<file path="config.mk">
export PLATFORM = sky130hd
export DESIGN_NAME = phys_free_list_flat
export DESIGN_NICKNAME = d
export VERILOG_FILES = /design/src/rtl/phys_free_list_pkg.sv /design/src/rtl/phys_free_list_if.sv /design/src/rtl/phys_free_list_prefix_popcount.sv /design/src/rtl/phys_free_list.sv /design/src/flat_wrapper.sv
export SDC_FILE = /design/constraint.sdc
export NUM_CORES = 1
export LEC_CHECK = 0
export CAP_MARGIN = 20
export CELL_PAD_IN_SITES_DETAIL_PLACEMENT = 1
export CELL_PAD_IN_SITES_GLOBAL_PLACEMENT = 1
export CORE_MARGIN = 1
export CORE_UTILIZATION = 25
export DETAILED_ROUTE_END_ITERATION = 8
export PLACE_DENSITY_LB_ADDON = 0.1
export RECOVER_POWER = 50
export SYNTH_ARGS = -nofsm -noshare
export SYNTH_HDL_FRONTEND = slang
export SYNTH_SLANG_ARGS = --single-unit
</file>
<file path="constraint.sdc">
create_clock -name clk -period 7.8 [get_ports clk]
set_input_delay 1.56 -clock clk [delete_from_list [all_inputs] [get_ports clk]]
set_output_delay 1.56 -clock clk [all_outputs]
set_load 0.005 [all_outputs]
</file>
<file path="src/rtl/phys_free_list_pkg.sv">
// Shared rename-stage constants and tag types for the physical free list.
// Other rename blocks use preg_t in place of hard 6-bit tags.
package phys_free_list_pkg;
  localparam int ARCH_REGS    = 32;
  localparam int PHYS_REGS    = 48;
  localparam int RENAME_PORTS = 2;
  localparam int COMMIT_PORTS = 2;

  localparam int DEPTH  = PHYS_REGS - ARCH_REGS;
  localparam int PREG_W = $clog2(PHYS_REGS);
  localparam int AREG_W = 5;
  localparam int PTR_W  = $clog2(DEPTH);
  localparam int CNT_W  = $clog2(DEPTH + 1);
  localparam int APC_W  = $clog2(RENAME_PORTS + 1);
  localparam int FPC_W  = $clog2(COMMIT_PORTS + 1);

  typedef logic [PREG_W-1:0] preg_t;
  typedef logic [AREG_W-1:0] areg_t;
  typedef logic [PTR_W-1:0]  ptr_t;
  typedef logic [CNT_W-1:0]  cnt_t;
  typedef logic [CNT_W:0]    sum_t;
endpackage

</file>
<file path="src/rtl/phys_free_list_if.sv">
// Rename/commit-side bundle of the physical free list.
interface phys_free_list_if;
  import phys_free_list_pkg::*;

  logic [RENAME_PORTS-1:0] alloc_req;
  logic                    alloc_gnt;
  preg_t                   alloc_phys [RENAME_PORTS];
  logic [COMMIT_PORTS-1:0] free_en;
  preg_t                   free_phys [COMMIT_PORTS];
  logic                    flush_pipeline;
  cnt_t                    free_count;
  logic                    overflow_err;

  modport master (
    output alloc_req, free_en, free_phys, flush_pipeline,
    input  alloc_gnt, alloc_phys, free_count, overflow_err
  );

  modport slave (
    input  alloc_req, free_en, free_phys, flush_pipeline,
    output alloc_gnt, alloc_phys, free_count, overflow_err
  );
endinterface

</file>
<file path="src/rtl/phys_free_list_prefix_popcount.sv">
// Exclusive prefix population count: prefix[j] = popcount(bits[j-1:0]).
module prefix_popcount #(
  parameter int N  = 2,
  parameter int CW = $clog2(N + 1)
) (
  input  logic [N-1:0]  bits,
  output logic [CW-1:0] prefix [N],
  output logic [CW-1:0] total
);
  logic [CW-1:0] acc;

  always_comb begin
    acc = '0;
    for (int j = 0; j < N; j++) begin
      prefix[j] = acc;
      acc       = acc + CW'(bits[j]);
    end
    total = acc;
  end
endmodule

</file>
<file path="src/rtl/phys_free_list.sv">
// Circular free list of physical tags with a committed head so a flush
// restores speculative allocation state in one cycle.
module phys_free_list
  import phys_free_list_pkg::*;
(
  input  logic            clk,
  input  logic            reset,
  phys_free_list_if.slave bus
);
  preg_t entry [DEPTH];
  ptr_t  spec_head, commit_head, tail;
  cnt_t  spec_count;
  logic  overflow_q;

  logic [APC_W-1:0] alloc_pre [RENAME_PORTS];
  logic [APC_W-1:0] alloc_n;
  logic [FPC_W-1:0] free_pre [COMMIT_PORTS];
  logic [FPC_W-1:0] free_n;

  cnt_t n_ext, granted;
  sum_t count_sum;
  logic would_overflow;

  function automatic ptr_t wrap_add(ptr_t p, cnt_t inc);
    int s;
    s = int'(p) + int'(inc);
    if (s >= DEPTH) s = s - DEPTH;
    return s[PTR_W-1:0];
  endfunction

  prefix_popcount #(.N(RENAME_PORTS), .CW(APC_W)) u_alloc_pc (
    .bits   (bus.alloc_req),
    .prefix (alloc_pre),
    .total  (alloc_n)
  );

  prefix_popcount #(.N(COMMIT_PORTS), .CW(FPC_W)) u_free_pc (
    .bits   (bus.free_en),
    .prefix (free_pre),
    .total  (free_n)
  );

  // Grant sees only the registered count: same-cycle frees are not bypassed.
  always_comb begin
    n_ext         = cnt_t'(alloc_n);
    bus.alloc_gnt = (n_ext <= spec_count) && !bus.flush_pipeline;
    for (int j = 0; j < RENAME_PORTS; j++)
      bus.alloc_phys[j] = entry[wrap_add(spec_head, cnt_t'(alloc_pre[j]))];
    granted        = bus.alloc_gnt ? n_ext : '0;
    count_sum      = {1'b0, spec_count} - {1'b0, granted} + sum_t'(free_n);
    would_overflow = count_sum > sum_t'(DEPTH);
  end

  assign bus.free_count   = spec_count;
  assign bus.overflow_err = overflow_q;

  always_ff @(posedge clk) begin
    if (reset) begin
      for (int i = 0; i < DEPTH; i++)
        entry[i] <= preg_t'(ARCH_REGS + i);
      spec_head   <= '0;
      commit_head <= '0;
      tail        <= '0;
      spec_count  <= cnt_t'(DEPTH);
      overflow_q  <= 1'b0;
    end else begin
      for (int i = 0; i < COMMIT_PORTS; i++)
        if (bus.free_en[i])
          entry[wrap_add(tail, cnt_t'(free_pre[i]))] <= bus.free_phys[i];
      tail        <= wrap_add(tail, cnt_t'(free_n));
      commit_head <= wrap_add(commit_head, cnt_t'(free_n));
      // Every commit pairs one consume with one free, so the committed count is always DEPTH.
      if (bus.flush_pipeline) begin
        spec_head  <= wrap_add(commit_head, cnt_t'(free_n));
        spec_count <= cnt_t'(DEPTH);
      end else begin
        if (bus.alloc_gnt) spec_head <= wrap_add(spec_head, n_ext);
        spec_count <= count_sum[CNT_W-1:0];
        if (would_overflow) overflow_q <= 1'b1;
      end
    end
  end

  for (genvar i = 0; i < COMMIT_PORTS; i++) begin : g_free_chk
    a_no_zero_free: assert property (@(posedge clk) disable iff (reset)
      bus.free_en[i] |-> (bus.free_phys[i] != '0));
  end

  for (genvar j = 0; j < RENAME_PORTS; j++) begin : g_alloc_chk
    a_no_zero_alloc: assert property (@(posedge clk) disable iff (reset)
      (bus.alloc_gnt && bus.alloc_req[j]) |-> (bus.alloc_phys[j] != '0));
  end
endmodule

</file>
<file path="src/flat_wrapper.sv">
// flat-port wrapper written by rule: the top's interface ports become plain ports
module phys_free_list_flat import phys_free_list_pkg::*;
  (clk, reset, bus_alloc_req, bus_free_en, bus_free_phys, bus_flush_pipeline, bus_alloc_gnt, bus_alloc_phys, bus_free_count, bus_overflow_err);
  phys_free_list_if bus_i ();
  input  logic clk;
  input  logic reset;
  input wire logic [$bits(bus_i.alloc_req)-1:0] bus_alloc_req;
  input wire logic [$bits(bus_i.free_en)-1:0] bus_free_en;
  input wire logic [$bits(bus_i.free_phys)-1:0] bus_free_phys;
  input wire logic [$bits(bus_i.flush_pipeline)-1:0] bus_flush_pipeline;
  output wire logic [$bits(bus_i.alloc_gnt)-1:0] bus_alloc_gnt;
  output wire logic [$bits(bus_i.alloc_phys)-1:0] bus_alloc_phys;
  output wire logic [$bits(bus_i.free_count)-1:0] bus_free_count;
  output wire logic [$bits(bus_i.overflow_err)-1:0] bus_overflow_err;
  assign bus_i.alloc_req = bus_alloc_req;
  assign bus_i.free_en = bus_free_en;
  assign bus_i.free_phys = {>>{bus_free_phys}};
  assign bus_i.flush_pipeline = bus_flush_pipeline;
  assign bus_alloc_gnt = bus_i.alloc_gnt;
  assign bus_alloc_phys = {>>{bus_i.alloc_phys}};
  assign bus_free_count = bus_i.free_count;
  assign bus_overflow_err = bus_i.overflow_err;
  phys_free_list u_core (.clk(clk), .reset(reset), .bus(bus_i));
endmodule
</file>
==> metrics.md, run 1 <==
| Metric | Value |
|---|---|
| Outcome | `complete, but fails checks` |
| Violated checks | `max-capacitance violations, max-slew violations` |
| Root Driver | `clkbuf_16` |
| Chip width | `between 150 and 200 µm` |
| Critical Path Start | `bus_alloc_req[0]` |
| Max cap viols | `1` |
| Worst Clk Skew | `approximately 0.013 ns` |
| Synth warn | `0` |
| GR Util All Layers | `between 15 and 20%` |
| Clk pin slew, worst setup/hold paths | `approximately 0.06 ns` |
| Worst path required time | `approximately 6.2 ns` |
| Resize count post-CTS | `0` |
| Cell Rows | `63` |
| CP Capture Type | `primary output` |
| Main synth FF type | `edfxtp_1` |
| Yosys reg bits | `118` |
| Pleak | `between 3 and 4 nW` |
| Global-route wire length before repair | `about 38000 µm` |
| R2R setup slack | `roughly 3.5 ns` |
| Die Area | `31200 µm²` |
| Skew-Pair Late Insertion Delay | `between 0.4 and 0.5 ns` |
| Net count after synthesis | `716` |
| CTS tree | `built` |
| R2R Path End | `u_core.bus.overflow_err` |
| Routability Congestion | `about 0.79` |
| Fin. max-slew vios | `14` |
| Arrival time worst endpoint | `about 4.8 ns` |
| Number of flops mapped to enable cells by yosys | `96` |
| Async SR Flop Fraction | `0%` |
| RSZ-0062 raised after global routing | `no` |
| Critical path type | `in2out` |
| Synthesized cell area | `7610 µm²` |
| Detailed Place HPWL | `19900 µm` |
| Max Buffers Root-to-Sink | `2` |
| Synth-to-layout area growth | `16.5%` |
| Share of cells above drive strength 1 | `between 10 and 15%` |
| Cts hold-fix bufs | `0` |
| Vias | `around 5400` |
| Detailed-router iteration count before antenna repair | `5` |
| Max Fclk | `158 MHz` |
| Fin worst setup slack | `1.49 ns` |
| VDD IR max | `between 0.0001 and 0.00015 V` |
| Hold crit path type | `reg2reg` |
| GRT overflow | `0` |
| Clock sinks | `118` |
| Initial antenna violation count | `0` |
| Antenna Nets Post-Route | `0` |
| Hold Fails Final Rpt | `0` |
| Via density | `about 5` |
| Final period utilization | `slightly above 80%` |
| TNS Setup | `0 ns` |
| Commonest non-fill, non-tap cells in the layout | `edfxtp_1, nand2_1, nor2_1` |
| Hold Path Sink | `u_core.bus.overflow_err` |
| Post-Syn Area per Cell | `11.3 µm²` |
| Slew HR | `-1.50%` |
| CORE AREA | `around 30000 µm²` |
| Multi-input logic area | `just under 4000 µm²` |
| CP max FO | `13` |
| Slew of the pin with the lowest slew margin | `~1.5 ns` |
| DIE HEIGHT | `roughly 180 µm` |
| Residual DRC count | `0` |
| Nets | `roughly 730` |
| PwrDens | `~230 nW/µm²` |
| Seq/Total Area, Yosys | `between 40% and 50%` |
| Initial Util | `25.6%` |
| Worst hold start | `u_core.bus.overflow_err` |
| H-tree depth | `4` |
| TritonCTS Buffers | `17` |
| WL/cell | `~23 µm` |
| DR iter-0 viols | `between 300 and 400` |
| Vias in the first global route | `roughly 5700` |
| Post-CTS Repair Setup Buffers | `0` |
| IO Pins | `38` |
| Buffers added on ports | `37` |
| Setup crit start kind | `input port` |
| Gate Count Post-Synth | `~670` |
| Hold Crit Depth | `1` |
| FF/Latch Area | `about 3300 µm²` |
| Min cycle time layout | `~6.3 ns` |
| N_diodes | `0` |
| Commonest non-fill, non-tap cell in the layout | `edfxtp_1` |
| WL final | `25000 µm` |
| Origin of the critical flop-to-flop path | `u_core.bus.free_count[2]` |
| Unique masters post-synth | `roughly 50` |
| Final-report setup violation count | `0` |
| Reg2reg path depth | `15` |
| Pre-CTS setup slack | `1.47 ns` |
| Largest net degree at the start of global routing | `36` |
| Fillers | `about 3300` |
## layer usage
metal / track usage, % / vias to the layer above / part of all wire [%] / wire [µm]
met5: 0 / - / 0 / 0
met4: 5.53 / 0 / 1.8 / 454
met3: 2.20 / 32 / 2.5 / 619
met2: 28.5 / 108 / 50 / 12400
met1: 22.1 / 2753 / 46 / 11500
li1: - / 2536 / - / -
## cells by family (layout without fill, tap and decap cells)
| kind of cell | after synthesis | after routing | share of synthesized area [%] |
|---|---|---|---|
| AOI/OAI and AO/OA | 92 | 92 | 7.82 |
| adders and majority gates | 26 | 26 | 4.67 |
| muxes | 110 | 110 | 23.4 |
| buffers and inverters | 79 | 110 | 4.37 |
| DFF | 118 | 118 | 43.6 |
| and+or+nand+nor | 235 | 235 | 14.8 |
| xor gates and xnor gates | 11 | 11 | 1.27 |
## power by group
part / switching [W] / total [W] / internal, W
registers: 0.0000486 / 0.000774 / 0.000725
clock network: 0.000312 / 0.000750 / 0.000437
logic: 0.000263 / 0.000520 / 0.000257
## state kept, by name (all words and copies together), names as in the netlist, named ones only
name and flops:
u_core.entry 96, u_core.bus.free_count 5, u_core.commit_head 4, u_core.spec_head 4
u_core.tail 4, u_core.bus.overflow_err 1
## synth_stat cells, types with 5 or more instances
cell | instances | area [µm²]
mux4_2 | 54 | 1220
nor2_1 | 68 | 255
nand3_1 | 18 | 90.1
inv_1 | 32 | 120
o21ai_0 | 16 | 80.1
nor2b_1 | 14 | 87.6
clkbuf_1 | 25 | 93.8
buf_2 | 11 | 55.1
xor2_1 | 5 | 43.8
nor3b_1 | 8 | 60.1
or3_1 | 6 | 37.5
and2_1 | 7 | 43.8
buf_1 | 5 | 18.8
nand2_1 | 74 | 278
dfxtp_1 | 22 | 440
ha_1 | 22 | 275
xnor2_1 | 6 | 52.6
nand3b_1 | 5 | 37.5
nor3_1 | 18 | 90.1
a211oi_1 | 7 | 52.6
o21ai_1 | 8 | 40.0
o31ai_1 | 6 | 45.0
a31oi_1 | 10 | 62.6
edfxtp_1 | 96 | 2880
mux2i_1 | 53 | 531
a21oi_1 | 27 | 135
## how the worst max path moves through the flow
stage	endpoint	slack, ns	cells after the start
5_1_grt	bus_alloc_phys[1]	1.22	7
3_3_place_gp	bus_alloc_phys[3]	1.50	7
6_report	bus_alloc_phys[2]	1.49	7
4_1_cts	bus_alloc_phys[3]	1.47	7
2_1_floorplan	u_core.bus.overflow_err	2.87	16
3_5_place_dp	bus_alloc_phys[1]	1.47	7
## layout make-up
type	count	area share [%]
Multi-Input combinational cell	474	44.3
Sequential cell	118	37.5
Tap cell	390	5.50
Timing Repair Buffer	45	5.04
Clock buffer	17	4.80
Clock inverter	15	1.48
Inverter	33	1.40
## per-stage QoR
stage / instances / cell area [µm²] / hold WS [ns] / util [%] / power, W
after detailed placement: 1059 / 8340 / 0.518 / 28.0 / 0.00133
final: 1092 / 8870 / 0.511 / 29.8 / 0.00204
after floorplan: 671 / 7610 / 0.487 / - / 0.00112
after global placement: 1058 / 8320 / 0.490 / 27.9 / 0.00131
after CTS: 1091 / 8900 / 0.531 / 29.9 / 0.00208
after global routing: 1092 / 8870 / 0.536 / 29.8 / 0.00214
## critical path, cell delays in order
cell             delay (ns)
dlygate4sd3_1          0.60
ha_1                   0.89
buf_4                  0.39
mux4_2                 0.53
mux2i_1                0.22
a21oi_1                0.10
clkdlybuf4s50_1        0.45
Note: power is estimated with default switching activity, not from simulation.
==> inputs of run 2 (changes only) <==
clock period = 6.3 ns   (was 7.8 ns; I/O delays follow)
==> run 2 against run 1 <==
Effect of this change: critical path depth up 2; hold slack better by 0.0061 ns; the flow now finishes without violations; first-iteration DRC count down 7.7%; wire length up 3.9%; clock power up 41%; sequential cell count unchanged; clock skew about the same; power up 31%.
==> metrics.md, run 2 (synthesis gave the netlist of run 1 again) <==
| Metric | Value |
|---|---|
| Vias in the first global route | `between 5000 and 6000` |
| Skew-Pair Late Insertion Delay | `approximately 0.43 ns` |
| Cell repeated most along the worst path | `ha_1` |
| N_diodes | `0` |
| Hold Fails Final Rpt | `0` |
| Slew HR | `1.46%` |
| Outcome | `complete, no violations` |
| Detailed-router iteration count before antenna repair | `4` |
| Final-report setup violation count | `0` |
| Initial antenna violation count | `0` |
| IO Pins | `38` |
| Buffers added on ports | `37` |
| VDD IR max | `roughly 0.00014 V` |
| Cell Rows | `63` |
| Vias | `about 5500` |
| Routability Congestion | `around 0.76` |
| Setup crit start kind | `input port` |
| CP delay by family, top | `buffers and inverters` |
| CORE AREA | `approximately 30000 µm²` |
| Clock network fraction of total power | `about two fifths` |
| TritonCTS Buffers | `17` |
| Logic gate share of total power | `25.0%` |
| Global-route wire length before repair | `39300 µm` |
| DR iter-0 viols | `between 200 and 300` |
| Post-CTS Repair Setup Buffers | `0` |
| Fin. max-slew vios | `0` |
| Max Fclk | `about 180 MHz` |
| TNS Setup | `0 ns` |
| Pre-CTS setup slack | `around 0.75 ns` |
| Slew of the pin with the lowest slew margin | `1.47 ns` |
| CTS tree | `built` |
| Slowest stage cell, crit path | `dlygate4sd3_1` |
| DP Cell Count | `approximately 1100` |
| CP Capture Type | `primary output` |
| Flop pwr share | `a little over a third` |
| Area post-placement | `about 8300 µm²` |
| Final std cells w/o fill | `between 1000 and 1500` |
| Worst Clk Skew | `approximately 0.013 ns` |
| Final core utilization | `30.1%` |
| Pint | `roughly 0.0019 W` |
| Biggest register | `u_core.entry` |
| Commonest non-fill, non-tap cell in the layout | `edfxtp_1` |
| RSZ-0062 raised after global routing | `no` |
| H-tree depth | `4` |
| Antenna Nets Post-Route | `0` |
| WL/cell | `23.7 µm` |
| DIE HEIGHT | `about 180 µm` |
| Buf/Inv on CP | `3` |
| Fin worst setup slack | `between 0.8 and 0.9 ns` |
| Detailed Place HPWL | `a little under 20000 µm` |
| WL final | `between 20000 and 30000 µm` |
| Crit-path cells | `dlygate4sd3_1, ha_1, ha_1, xor2_2, buf_4, mux4_2, mux2i_1, a21oi_1, clkdlybuf4s50_1` |
| Min cycle time layout | `roughly 5.4 ns` |
| Max Buffers Root-to-Sink | `2` |
| Commonest non-fill, non-tap cells in the layout | `edfxtp_1, nand2_1, nor2_1` |
| Clk pin slew, worst setup/hold paths | `approximately 0.060 ns` |
| Sw Share | `between 20% and 30%` |
| Resize count post-CTS | `0` |
| Nets | `736` |
| Largest net degree at the start of global routing | `35` |
| Clock sinks | `118` |
| Root Driver | `clkbuf_16` |
| Worst path required time | `roughly 5 ns` |
| Hold crit path type | `reg2reg` |
| Largest register FFs | `96` |
| Arrival time worst endpoint | `4.19 ns` |
| GRT overflow | `0` |
| Pleak | `approximately 3.2 nW` |
| Via density | `around 5.1` |
| CP max FO | `20` |
| PwrDens | `about 300 nW/µm²` |
| Die Area | `31200 µm²` |
| Initial Util | `roughly a quarter` |
| GR Util All Layers | `between 10% and 20%` |
| Design area | `around 9000 µm²` |
| Share of cells above drive strength 1 | `between 10% and 20%` |
| Max cap viols | `0` |
| NetSw | `~0.0008 W` |
| Critical path type | `in2out` |
| Chip width | `177 µm` |
| Crit path largest cell delay | `0.61 ns` |
| Final period utilization | `86.5%` |
| Synth-to-layout area growth | `17.6%` |
| Residual DRC count | `0` |
| Cts hold-fix bufs | `0` |
## run 2: final cells by class
cell class / instances / area [µm²]
timing repair buffer: 47 / 442
tap: 390 / 488
sequential: 118 / 3320
clock buffer: 18 / 429
clock inverter: 14 / 199
multi-input combinational: 474 / 3950
fill: 3317 / 20800
inverter: 33 / 124
## run 2: power groups by stage
stage	Clock, W	Combinational [W]	Sequential, W
4_1_cts	0.00108	0.000688	0.000954
5_1_grt	0.00111	0.000734	0.000960
3_3_place_gp	0	0.000672	0.000968
3_5_place_dp	0	0.000684	0.000970
2_1_floorplan	0	0.000450	0.000938
6_report	0.00106	0.000669	0.000951
## run 2: metal layers
| layer | GRT usage [%] | wire length (µm) | up-vias |
|---|---|---|---|
| li1 | - | - | 2534 |
| met1 | 22.9 | 11900 | 2862 |
| met2 | 30.3 | 13000 | 125 |
| met3 | 2.37 | 800 | 20 |
| met4 | 4.27 | 277 | 0 |
| met5 | 0 | 0 | - |
## run 2: final timing paths
| check | start | endpoint | slack, ns | cells past startpoint |
|---|---|---|---|---|
| worst max-delay path | bus_alloc_req[0] | bus_alloc_phys[4] | 0.85 | 9 |
| worst min register to register | u_core.bus.overflow_err | u_core.bus.overflow_err | 0.52 | 1 |
| worst min-delay path | u_core.bus.overflow_err | u_core.bus.overflow_err | 0.52 | 1 |
| worst max register to register | u_core.bus.free_count[2] | u_core.bus.overflow_err | 2.41 | 15 |
## run 2: through the flow
step                      power (W)  hold slack, ns
after floorplan             0.00139           0.487
after global placement      0.00164           0.496
after detailed placement    0.00165           0.512
after CTS                   0.00272           0.533
after global routing        0.00280           0.580
final                       0.00268           0.517
==> inputs of run 3 (changes only) <==
CTS_CLUSTER_DIAMETER = 200   (was default)
==> results of run 3 <==
Final layout, timing and power as in run 2 (identical DEF).
